===== config.mk =====
export PLATFORM = sky130hd
export DESIGN_NAME = reflet_prog_loader16
export DESIGN_NICKNAME = d
export VERILOG_FILES = /design/src/rtl/reflet_prog_loader16_pkg.sv /design/src/rtl/reflet_loader_timeout.sv /design/src/rtl/reflet_prog_loader16.sv
export SDC_FILE = /design/constraint.sdc
export NUM_CORES = 1
export LEC_CHECK = 0
export ABC_AREA = 1
export ABC_CLOCK_PERIOD_IN_PS = 2630
export BUFFER_PORTS_ARGS = -buffer_cell sky130_fd_sc_hd__buf_2
export CAP_MARGIN = 20
export CELL_PAD_IN_SITES_DETAIL_PLACEMENT = 1
export CELL_PAD_IN_SITES_GLOBAL_PLACEMENT = 1
export CORE_MARGIN = 2
export CORE_UTILIZATION = 25
export CTS_CLUSTER_DIAMETER = 100
export DETAILED_ROUTE_END_ITERATION = 10
export GPL_TIMING_DRIVEN = 0
export PLACE_DENSITY_LB_ADDON = 0.1
export SLEW_MARGIN = 20
export SYNTH_ARGS = -nofsm -noshare
export SYNTH_HDL_FRONTEND = slang
export SYNTH_SLANG_ARGS = --single-unit

===== constraint.sdc =====
create_clock -name clk -period 2.63 [get_ports clk]
set_clock_uncertainty 0.05 [all_clocks]
set_input_delay 0.1315 -clock clk [delete_from_list [all_inputs] [get_ports clk]]
set_output_delay 0.1315 -clock clk [all_outputs]
set_load 0.01 [all_outputs]

===== src/rtl/reflet_prog_loader16_pkg.sv =====
// Shared definitions for the program loader: widths, frame-order states, write payload.
package reflet_prog_loader16_pkg;

    localparam int unsigned ADDR_W         = 14;
    localparam int unsigned DATA_W         = 16;
    localparam int unsigned BYTE_W         = 8;
    localparam int unsigned LOADER_TIMEOUT = 1000000;

    // States follow the frame byte order: LEN_LO, LEN_HI, {DATA_LO, DATA_HI}*, CSUM.
    typedef enum logic [2:0] {
        ST_IDLE,
        ST_LEN_LO,
        ST_LEN_HI,
        ST_DATA_LO,
        ST_DATA_HI,
        ST_CSUM,
        ST_DONE,
        ST_ERROR
    } state_t;

    typedef struct packed {
        logic [ADDR_W-1:0] addr;
        logic [DATA_W-1:0] data;
    } mem_wr_t;

    function automatic logic is_loading(input state_t s);
        return s inside {ST_LEN_LO, ST_LEN_HI, ST_DATA_LO, ST_DATA_HI, ST_CSUM};
    endfunction

endpackage


===== src/rtl/reflet_loader_timeout.sv =====
// Inter-byte watchdog: counts enabled cycles since the last clear, flags the last allowed cycle.
module reflet_loader_timeout
    import reflet_prog_loader16_pkg::*;
#(
    parameter int unsigned timeout_cycles = LOADER_TIMEOUT
) (
    input  logic clk,
    input  logic reset,
    input  logic clear,
    input  logic enable,
    output logic expired_c
);

    localparam int unsigned CNT_W = (timeout_cycles > 2) ? $clog2(timeout_cycles) : 1;

    logic [CNT_W-1:0] count;

    assign expired_c = (count == CNT_W'(timeout_cycles - 1));

    always_ff @(posedge clk) begin
        if (!reset) begin
            count <= '0;
        end else if (clear) begin
            count <= '0;
        end else if (enable && !expired_c) begin
            count <= count + CNT_W'(1);
        end
    end

endmodule


===== src/rtl/reflet_prog_loader16.sv =====
// Loads a UART byte-stream program image into the 16-bit instruction RAM, word by word.
module reflet_prog_loader16
    import reflet_prog_loader16_pkg::*;
#(
    parameter logic [ADDR_W-1:0] base_addr      = 14'h0000,
    parameter int unsigned       mem_words      = 10000,
    parameter int unsigned       timeout_cycles = LOADER_TIMEOUT
) (
    input  logic              clk,
    input  logic              reset,
    input  logic              inst_ready,
    input  logic              start,
    input  logic [BYTE_W-1:0] rx_data,
    input  logic              rx_valid,
    output logic [ADDR_W-1:0] addr,
    output logic [DATA_W-1:0] data_out,
    output logic              write_en,
    output logic              busy,
    output logic              done,
    output logic              error
);

    localparam int unsigned MAX_LEN = mem_words - 32'(base_addr);

    state_t            state, state_d;
    logic [DATA_W-1:0] len, len_d, index, index_d, len_full_c;
    logic [BYTE_W-1:0] low, low_d, sum, sum_d, sum_next_c;
    mem_wr_t           wr, wr_d;
    logic              write_en_d, busy_d, done_d, error_d;
    logic              active_c, abort_c, tmr_clear, expired_c;

    assign active_c   = is_loading(state);
    assign sum_next_c = sum + rx_data;
    assign len_full_c = {rx_data, len[BYTE_W-1:0]};
    assign addr       = wr.addr;
    assign data_out   = wr.data;

    reflet_loader_timeout #(
        .timeout_cycles(timeout_cycles)
    ) u_timeout (
        .clk      (clk),
        .reset    (reset),
        .clear    (tmr_clear),
        .enable   (active_c),
        .expired_c(expired_c)
    );

    always_ff @(posedge clk) begin
        if (!reset) begin
            state    <= ST_IDLE;
            len      <= '0;
            low      <= '0;
            index    <= '0;
            sum      <= '0;
            wr       <= '0;
            write_en <= 1'b0;
            busy     <= 1'b0;
            done     <= 1'b0;
            error    <= 1'b0;
        end else begin
            state    <= state_d;
            len      <= len_d;
            low      <= low_d;
            index    <= index_d;
            sum      <= sum_d;
            wr       <= wr_d;
            write_en <= write_en_d;
            busy     <= busy_d;
            done     <= done_d;
            error    <= error_d;
        end
    end

    // Memory re-init and watchdog expiry take priority over any byte arriving that cycle.
    always_comb begin
        state_d    = state;
        len_d      = len;
        low_d      = low;
        index_d    = index;
        sum_d      = sum;
        wr_d       = wr;
        write_en_d = 1'b0;
        busy_d     = busy;
        done_d     = done;
        error_d    = error;
        tmr_clear  = 1'b0;
        abort_c    = 1'b0;

        if (!active_c) begin
            if (start && inst_ready) begin
                state_d   = ST_LEN_LO;
                busy_d    = 1'b1;
                done_d    = 1'b0;
                error_d   = 1'b0;
                sum_d     = '0;
                index_d   = '0;
                tmr_clear = 1'b1;
            end
        end else if (!inst_ready || expired_c) begin
            abort_c = 1'b1;
        end else if (rx_valid) begin
            sum_d     = sum_next_c;
            tmr_clear = 1'b1;
            case (state)
                ST_LEN_LO: begin
                    len_d   = {8'h00, rx_data};
                    state_d = ST_LEN_HI;
                end
                ST_LEN_HI: begin
                    len_d = len_full_c;
                    if (32'(len_full_c) > MAX_LEN) begin
                        abort_c = 1'b1;
                    end else if (len_full_c == '0) begin
                        state_d = ST_CSUM;
                    end else begin
                        state_d = ST_DATA_LO;
                    end
                end
                ST_DATA_LO: begin
                    low_d   = rx_data;
                    state_d = ST_DATA_HI;
                end
                ST_DATA_HI: begin
                    write_en_d = 1'b1;
                    wr_d.addr  = ADDR_W'(DATA_W'(base_addr) + index);
                    wr_d.data  = {rx_data, low};
                    index_d    = index + DATA_W'(1);
                    state_d    = (index_d == len) ? ST_CSUM : ST_DATA_LO;
                end
                ST_CSUM: begin
                    if (sum_next_c == '0) begin
                        state_d = ST_DONE;
                        busy_d  = 1'b0;
                        done_d  = 1'b1;
                    end else begin
                        abort_c = 1'b1;
                    end
                end
                default: ;
            endcase
        end

        if (abort_c) begin
            state_d    = ST_ERROR;
            busy_d     = 1'b0;
            error_d    = 1'b1;
            write_en_d = 1'b0;
        end
    end

endmodule


* Yosys cells after proc, flatten, opt, wreduce, memory -nomap -nowiden
Index checks and enable logic that the tools add are counted.
Word-level totals: register bits after elaboration 105, latch bits 0, memory bits (writable) 0, bits in read-only memories 0, bits of input ports 13, memories 0
Cells by class: $add $sub $neg 3, multipliers 0, divide/modulo/power cells 0, order comparisons 1, equal/unequal tests 18, shifts and indexed selects 0, mux-type cells 45, bitwise logic cells 5, reduce and logical (&&, ||, !) cells 24
Operators by type and width (number):
- $mux 16 | 5
- $mux 8 | 4
- $pmux 16 s2 | 1
- $mux 3 | 9
- $mux 1 | 24
- $add 20x1->20 const B | 1
- $eq 20x20->1 const B | 1
- $add 16x1->16 const B | 1
- $eq 16x16->1 | 1
- $gt 16x14->1 const B | 1
- $logic_not 16->1 | 1
- $reduce_and 4->1 | 4
- $pmux 3 s5 | 1
- $ne 2x2->1 const B | 6
- $reduce_and 5->1 | 2
- $add 8x8->8 | 1
- $logic_not 8->1 | 1
- $ne 4x4->1 const B | 2
- $ne 7x7->1 const B | 1
- $eq 3x2->1 const B | 2
- $eq 3x3->1 const B | 2
- $ne 3x3->1 const B | 2
- $reduce_and 6->1 | 1
- $reduce_bool 2->1 | 3
- 12 further kinds | 19

* Logic depth before layout (Yosys ltp)
Gate-level depths: netlist (run 1).
depth in word-level cells 9, depth in mapped cells 16, depth with buffers taken out 16

* By module
From an unflattened synthesis (run 1), not the netlist that was laid out.
Second synthesis, totals: cells, all modules 856, area total of the unflattened synthesis 5719.2 um^2
Modules (own cells, without submodules):
- reflet_prog_loader16 | instances 1, cells each 671, area an instance 4533.1 um^2, sequential area each 1701.6 um^2
- reflet_loader_timeout | instances 1, cells each 185, area an instance 1186.1 um^2, sequential area each 400.4 um^2

* Least setup slack after synthesis (run 1)
OpenSTA, ideal clock, no wires.
path kind reg-to-reg, from reg sum[0], to reg state[0], library setup time 0.119 ns, data arrival time 1.830 ns, data required time 2.461 ns, path slack 0.632 ns, cell stages (with the launch flop) 13, path buffers 0, period minus slack after synthesis 1.998 ns, path through dfxtp_1 ha_1 fa_1 nand3_1 nand2_1 xnor2_1 nand3_1 nor2_1 nand2_1 nand2_1 nand3_1 o31ai_1 inv_1
Between the ends: word-level cells in the longest chain between the ends 9, elaborated cells between the ends (all ways) 15
RTL lines:
- start, declared | line reflet_prog_loader16.sv:27 | logic [BYTE_W-1:0] low, low_d, sum, sum_d, sum_next_c;
- start signal, assigned | line reflet_prog_loader16.sv:65 | sum <= sum_d;
- $add 8x8->8 (*) | line reflet_prog_loader16.sv:33 | assign sum_next_c = sum + rx_data;
- $logic_not 8->1 (*) | line reflet_prog_loader16.sv:131 | if (sum_next_c == '0) begin
- $mux 1 | line reflet_prog_loader16.sv:131
- $pmux 1 s2 | line reflet_prog_loader16.sv:104 | case (state)
- $mux 1 | line reflet_prog_loader16.sv:101 | end else if (rx_valid) begin
- $mux 1 | line reflet_prog_loader16.sv:99 | end else if (!inst_ready || expired_c) begin
- $mux 1 | line reflet_prog_loader16.sv:89 | if (!active_c) begin
- $ne 7x7->1 (no line), or another cell as far along
- $reduce_and 6->1 (no line)
- end signal, assigned | line reflet_prog_loader16.sv:61 | state <= state_d;
- end, declared | line reflet_prog_loader16.sv:25 | state_t state, state_d;
Mark *: on every way between the ends. The rest lies on a longest branch, timed or not. A chain may end at the register's enable or synchronous reset.

* Final worst setup path (run 1)
from reg u_timeout.count[0], to reg low[6]
Between the ends: word-level cells in the longest chain between the ends 4
RTL lines:
- start, declared | line reflet_loader_timeout.sv:16 | logic [CNT_W-1:0] count;
- start signal, assigned | line reflet_loader_timeout.sv:26 | count <= count + CNT_W'(1);
- $eq 20x20->1 | line reflet_loader_timeout.sv:18 | assign expired_c = (count == CNT_W'(timeout_cycles - 1));
- $logic_or 1x1->1 | line reflet_prog_loader16.sv:99
- $not 1->1 (no line)
- $reduce_and 4->1 (no line)
- end signal, assigned | line reflet_prog_loader16.sv:63 | low <= low_d;
- end, declared | line reflet_prog_loader16.sv:27
No other way between the ends.

==> results of run 1 <==
==> synth_stat cells (2+ instances only) <==
master	count	area, um2
a211oi_1	8	60.1
a21oi_1	100	500
a22oi_1	2	15.0
and3_1	2	12.5
buf_2	7	35.0
buf_6	4	45.0
clkbuf_1	13	48.8
dfxtp_1	105	2100
ha_1	9	113
inv_1	66	248
inv_2	12	45.0
nand2_1	190	713
nand2_2	3	18.8
nand2_4	3	33.8
nand3_1	49	245
nand3b_1	4	30.0
nand4_1	11	68.8
nor2_1	73	274
nor2_2	6	37.5
nor2_4	2	22.5
nor3_1	12	60.1
nor4_1	5	31.3
nor4_2	3	37.5
o21ai_0	31	155
o21ai_1	16	80.1
o21bai_1	3	22.5
xnor2_1	5	43.8
xor2_1	13	114
==> state kept, by name, indices dropped and copies added (netlist names), 3 cells and up <==
signal / flops
u_timeout.count: 20
sum: 8
low: 8
len: 16
state: 3
data_out: 16
index: 16
addr: 14
==> repair_timing <==
item                       CTS  global route
resized for setup            1            14
hold buffers                 0             0
hold endpoints to repair     0             0
setup endpoints to repair    2            20
pin swaps                    0             1
cloned                       0             0
setup buffers                0             0
==> worst register-to-register path, cell delays in order, from the launching register on <==
cell,delay (ns)
dfxtp_1,0.35
ha_1,0.26
nand3_1,0.19
nor4_4,0.06
nand4_2,0.12
nand2_2,0.11
nor2_2,0.28
nand3_2,0.25
clkbuf_4,0.27
o21ai_0,0.31
a21oi_1,0.07
==> power by group <==
| part | internal, W | total [W] | switching [W] |
|---|---|---|---|
| Sequential | 0.00179 | 0.00197 | 0.000179 |
| Clock | 0.000683 | 0.00135 | 0.000666 |
| Combinational | 0.000576 | 0.00194 | 0.00136 |
| Total | 0.00305 | 0.00526 | 0.00220 |
==> path summary, 6_finish.rpt <==
kind / slack (ns) / endpoint / from / cells past startpoint
worst max-delay path: 0.18 / low[6]$_SDFFE_PN0P_ / u_timeout.count[0]$_SDFFE_PP0P_ / 10
worst min-delay path: 0.08 / len[10]$_SDFFE_PN0P_ / rx_data[2] / 3
worst max register to register: 0.18 / low[6]$_SDFFE_PN0P_ / u_timeout.count[0]$_SDFFE_PP0P_ / 10
worst min register to register: 0.41 / sum[0]$_SDFFE_PN0P_ / sum[0]$_SDFFE_PN0P_ / 2
==> routing by layer <==
metal	vias to the layer above	GRT usage
met5	-	0
met4	0	0.0561
met3	23	0.0238
met2	79	0.285
met1	2502	0.218
li1	2670	-
==> area by class of cell <==
cell class | count | area (um2) | area share
multi-input cells | 565 | 2910 | 0.462
clock inverters | 5 | 45.0 | 0.00714
clock buffers | 10 | 239 | 0.0379
repair buffers | 44 | 220 | 0.0349
flip-flops and latches | 105 | 2100 | 0.334
well taps | 275 | 344 | 0.0546
plain buffers | 25 | 141 | 0.0224
inverters | 79 | 299 | 0.0474
==> stage by stage <==
step	worst slack (ns)	hold WS (ns)
2_1_floorplan	0.632	0.225
3_3_place_gp	-0.0640	0.386
3_5_place_dp	-0.0659	0.397
4_1_cts	0.0814	0.0565
5_1_grt	0.0136	0.0907
6_report	0.184	0.0823
==> logic make-up after synthesis <==
family	Yosys count	synth area share
xor+xnor	19	0.0332
fa+ha+maj	10	0.0245
simple gates	368	0.305
buf+inv	104	0.0803
compound gates	168	0.170
flops	105	0.388
==> metrics, run 1 <==
crit start category register; Placement Rows 53; YS warnings 0; Final Instance Count excl. Fillers 1108; Final Cell Area 6310 um2; Rel. slew slack 0.536; Core ar. 21200 um2; Arr. time, crit path 2.63 ns; DP Cell Count 1093; Tightest Pin Transition 0.696 ns; final slew viol count 0; Max Used Layer met4; TritonRoute pass-1 iters 6; n_diodes 0; Top Family by Delay on Critical Path simple AND/OR/NAND/NOR gates; EDFF count, synth 0; routed length per placed instance 16.2 um; share of the yosys chip area belonging to registers 0.388; Total Routed Length 17900 um; htree depth 3; Hold Crit Class input port to register; first-pass GRT wire length 29900 um; unrepaired setup endpoints after global routing false; critical path capture point type register; Max Cap Violations 0; Worst Path Max Fanout 10; WL met3 521 um; I/O pin count 47; initial antenna violation count 0; Syn Area/Cell 7.01 um2; post-route clock period utilization 0.930; Async SR Flop Fraction 0; clock-pin slew on the worst setup and hold paths 0.08 ns; drt drc 0; DR WL met2 8490 um; post-synthesis instance total 774; Leak Pwr 2.53 nW; vias in the first global route 5666; Final HPWL DP 14000 um; placer congestion estimate 0.875; initial DRC count 185; Final setup viols 0; Max VDD drop 0.306 mV; Total Power 0.00526 W; Fin Setup TNS 0 ns; Hold Vio Cnt, Final 0; post-layout min period 2.45 ns; Skew-Pair Late Insertion Delay 0.36 ns; GRT Total Usage 0.167; Clock Sinks 105; CP Data Required Time 2.82 ns; Netlist cell types 45; syn_nets 797; Initial Util 0.256; leading cell type in the layout, fill and taps excluded nand2_1; CP Class register to register; I/O Buffers 44; Routed Antenna Nets 0; fin nets 852; Power Density 834 nW/um2; synthesis-to-finish area growth 16.3%; Placement Cell Area 5990 um2; die area 22900 um2; Clock Tree Buf Depth 2; critical path's largest stage delay 0.35 ns; CP Cell Sequence ha_1 -> nand3_1 -> nor4_4 -> nand4_2 -> nand2_2 -> nor2_2 -> nand3_2 -> clkbuf_4 -> o21ai_0 -> a21oi_1; crit path buf inv count 1; Final Util 0.298; Main synth FF type dfxtp_1; vias 5274; Die Ht 151 um; Die W 151 um; fill count 2613; Via density 4.76; maximum number of pins on one net before global-route repair 19; status finished, final reports clean; commonest non-fill, non-tap cells in the layout nand2_1 (190), dfxtp_1 (103), a21oi_1 (99), nor2_1 (71), inv_1 (66); FMAX 0.409 GHz; M1 wire length 8520 um; number of synthesized register bits 105; TritonCTS clock tree done; layout cells sized above 1 0.140; Inserted Clock Buffers 9; CTS root buffer clkbuf_16; CP max stage cell dfxtp_1; Post-Syn Area 5420 um2; grt total ovfl 0
Power figures use the tool's default switching activity.
==> inputs of run 2 (changes only) <==
--- a/config.mk
+++ b/config.mk
@@ -16,7 +16,7 @@
 export CTS_CLUSTER_DIAMETER = 100
 export DETAILED_ROUTE_END_ITERATION = 10
 export GPL_TIMING_DRIVEN = 0
-export PLACE_DENSITY_LB_ADDON = 0.1
+export PLACE_DENSITY = 0.59
 export SLEW_MARGIN = 20
 export SYNTH_ARGS = -nofsm -noshare
 export SYNTH_HDL_FRONTEND = slang
==> run 2 against run 1 <==
  * Non-clock buffer count is the same
  * First-iteration DRC count is 63% higher
  * Register-to-register slack hardly changed
  * Die area is the same
  * Total power is 1.2% higher
  * Fmax rose by 0.34%
  * Global-route usage down 0.64 points
  * Hold slack worse by 0.027 ns
  * Critical path type unchanged
==> metrics, run 2 (synthesized netlist as in run 1, its figures left out) <==
status finished, final reports clean; Tightest Pin Transition 0.723 ns; Post-CTS Hold Buffers 0; fin nets 852; vias 5249; n_diodes 0; first-pass GRT wire length 28400 um; Rel. slew slack 0.518; Total Power 0.00532 W; hold_ws 0.0555 ns; vias in the first global route 5463; Hold Crit Start rx_data[4]; Max VDD drop 0.316 mV; Arr. time, crit path 2.64 ns; commonest non-fill, non-tap cells in the layout nand2_1 (190), dfxtp_1 (105), a21oi_1 (99), nor2_1 (73), inv_1 (66); post-route clock period utilization 0.927; Worst setup startpoint u_timeout.count[0]$_SDFFE_PP0P_; Via density 4.73; leading cell type in the layout, fill and taps excluded nand2_1; TritonCTS clock tree done; Reg2Reg Launch Point u_timeout.count[0]$_SDFFE_PP0P_; Total Routed Length 17300 um; Multi-input gate area 2900 um2; Inserted Clock Buffers 9; Max Cap Violations 0; post-layout min period 2.44 ns; routed length per placed instance 15.6 um; Clock Sinks 105; Core ar. 21200 um2; clock network power share 0.270; GRT Total Usage 0.161; max reg flops 20; CP max stage cell dfxtp_1; unrepaired setup endpoints after global routing false; grt total ovfl 0; I/O pin count 47; Final setup viols 0; register area 2100 um2; placer congestion estimate 0.785; Final Util 0.299; initial antenna violation count 0; TritonRoute pass-1 iters 4; crit start category register; layout cells sized above 1 0.137; Skew-Pair Late Insertion Delay 0.37 ns; drt drc 0; Final HPWL DP 13100 um; Power Density 842 nW/um2; fill count 2634; Leak Pwr 2.53 nW; initial DRC count 301; Placement Rows 53; Hold Crit Class input port to register; CP Data Required Time 2.83 ns; switching pwr 0.00226 W; Final Cell Area 6320 um2; Placement Cell Area 5990 um2; P_int 0.00306 W; I/O Buffers 44; Routed Antenna Nets 0; Initial Util 0.256; die area 22900 um2; Worst Path Max Fanout 10; synthesis-to-finish area growth 16.5%; Reg power frac 0.372; critical path capture point type register; Hold Vio Cnt, Final 0; final slew viol count 0; clock-pin slew on the worst setup and hold paths 0.08 ns; maximum number of pins on one net before global-route repair 23; htree depth 3; CP Class register to register; Clock Tree Buf Depth 2; FMAX 0.410 GHz; Die W 151 um; CP Cell Sequence ha_1 -> nand3_1 -> nor4_2 -> nand4_2 -> nand2_2 -> nor2_2 -> nand3_2 -> clkbuf_4 -> o21ai_0 -> a21oi_1; critical path's largest stage delay 0.35 ns; CTS root buffer clkbuf_16; Sw Ratio 0.426; Die Ht 151 um; post-CTS setup buffers 0; Comb power frac 0.359; Most flops, register u_timeout.count
==> run 2: power groups by stage <==
stage          logic [W]  registers (W)  clock network (W)
2_1_floorplan    0.00134        0.00198                  0
3_3_place_gp     0.00192        0.00201                  0
3_5_place_dp     0.00193        0.00201                  0
4_1_cts          0.00194        0.00198            0.00150
5_1_grt          0.00217        0.00201            0.00155
6_report         0.00191        0.00198            0.00144
==> run 2: area by class of cell <==
class,instances,share of cell area
buffer,25,0.0224
clock buffer,9,0.0356
clock inverter,7,0.0145
inverter,79,0.0473
multi-input combinational,565,0.458
sequential,105,0.333
tap,275,0.0545
timing repair buffer,44,0.0349
==> run 2: final timing paths <==
kind                            depth (start not counted)  slack [ns]              endpoint
worst min-delay path                                    3        0.06  len[12]$_SDFFE_PN0P_
worst max register to register                         10        0.19   low[6]$_SDFFE_PN0P_
worst min register to register                          2        0.41   sum[0]$_SDFFE_PN0P_
worst max-delay path                                   10        0.19   low[6]$_SDFFE_PN0P_
==> run 2: per-stage QoR <==
stage | setup TNS, ns | instances | setup WS [ns]
after floorplan | 0 | 774 | 0.632
after global placement | -0.0259 | 1093 | -0.0259
after detailed placement | -0.0221 | 1093 | -0.0221
after CTS | 0 | 1109 | 0.122
after global routing | 0 | 1109 | 0.00753
final | 0 | 1109 | 0.193
==> run 2: metal layers <==
metal,part of all wire,global-route usage,vias to the layer above,wire [um]
li1,-,-,2674,-
met1,0.48,0.203,2499,8260
met2,0.48,0.274,55,8240
met3,0.019,0.0193,21,332
met4,0.027,0.0729,0,473
met5,0,0,-,0
==> run 2: what timing repair did <==
item                                    4_1_cts  5_1_grt
pin swaps                                     0        0
gates resized for setup                       1        7
endpoints found under the setup margin        1       11
==> run 2: worst max-delay path: cells and delay by family (launching register included) <==
| kind | cells | cell delay (ns) |
|---|---|---|
| fa+ha+maj | 1 | 0.26 |
| simple gates | 6 | 1.02 |
| flops | 1 | 0.35 |
| buf+inv | 1 | 0.27 |
| compound gates | 2 | 0.37 |
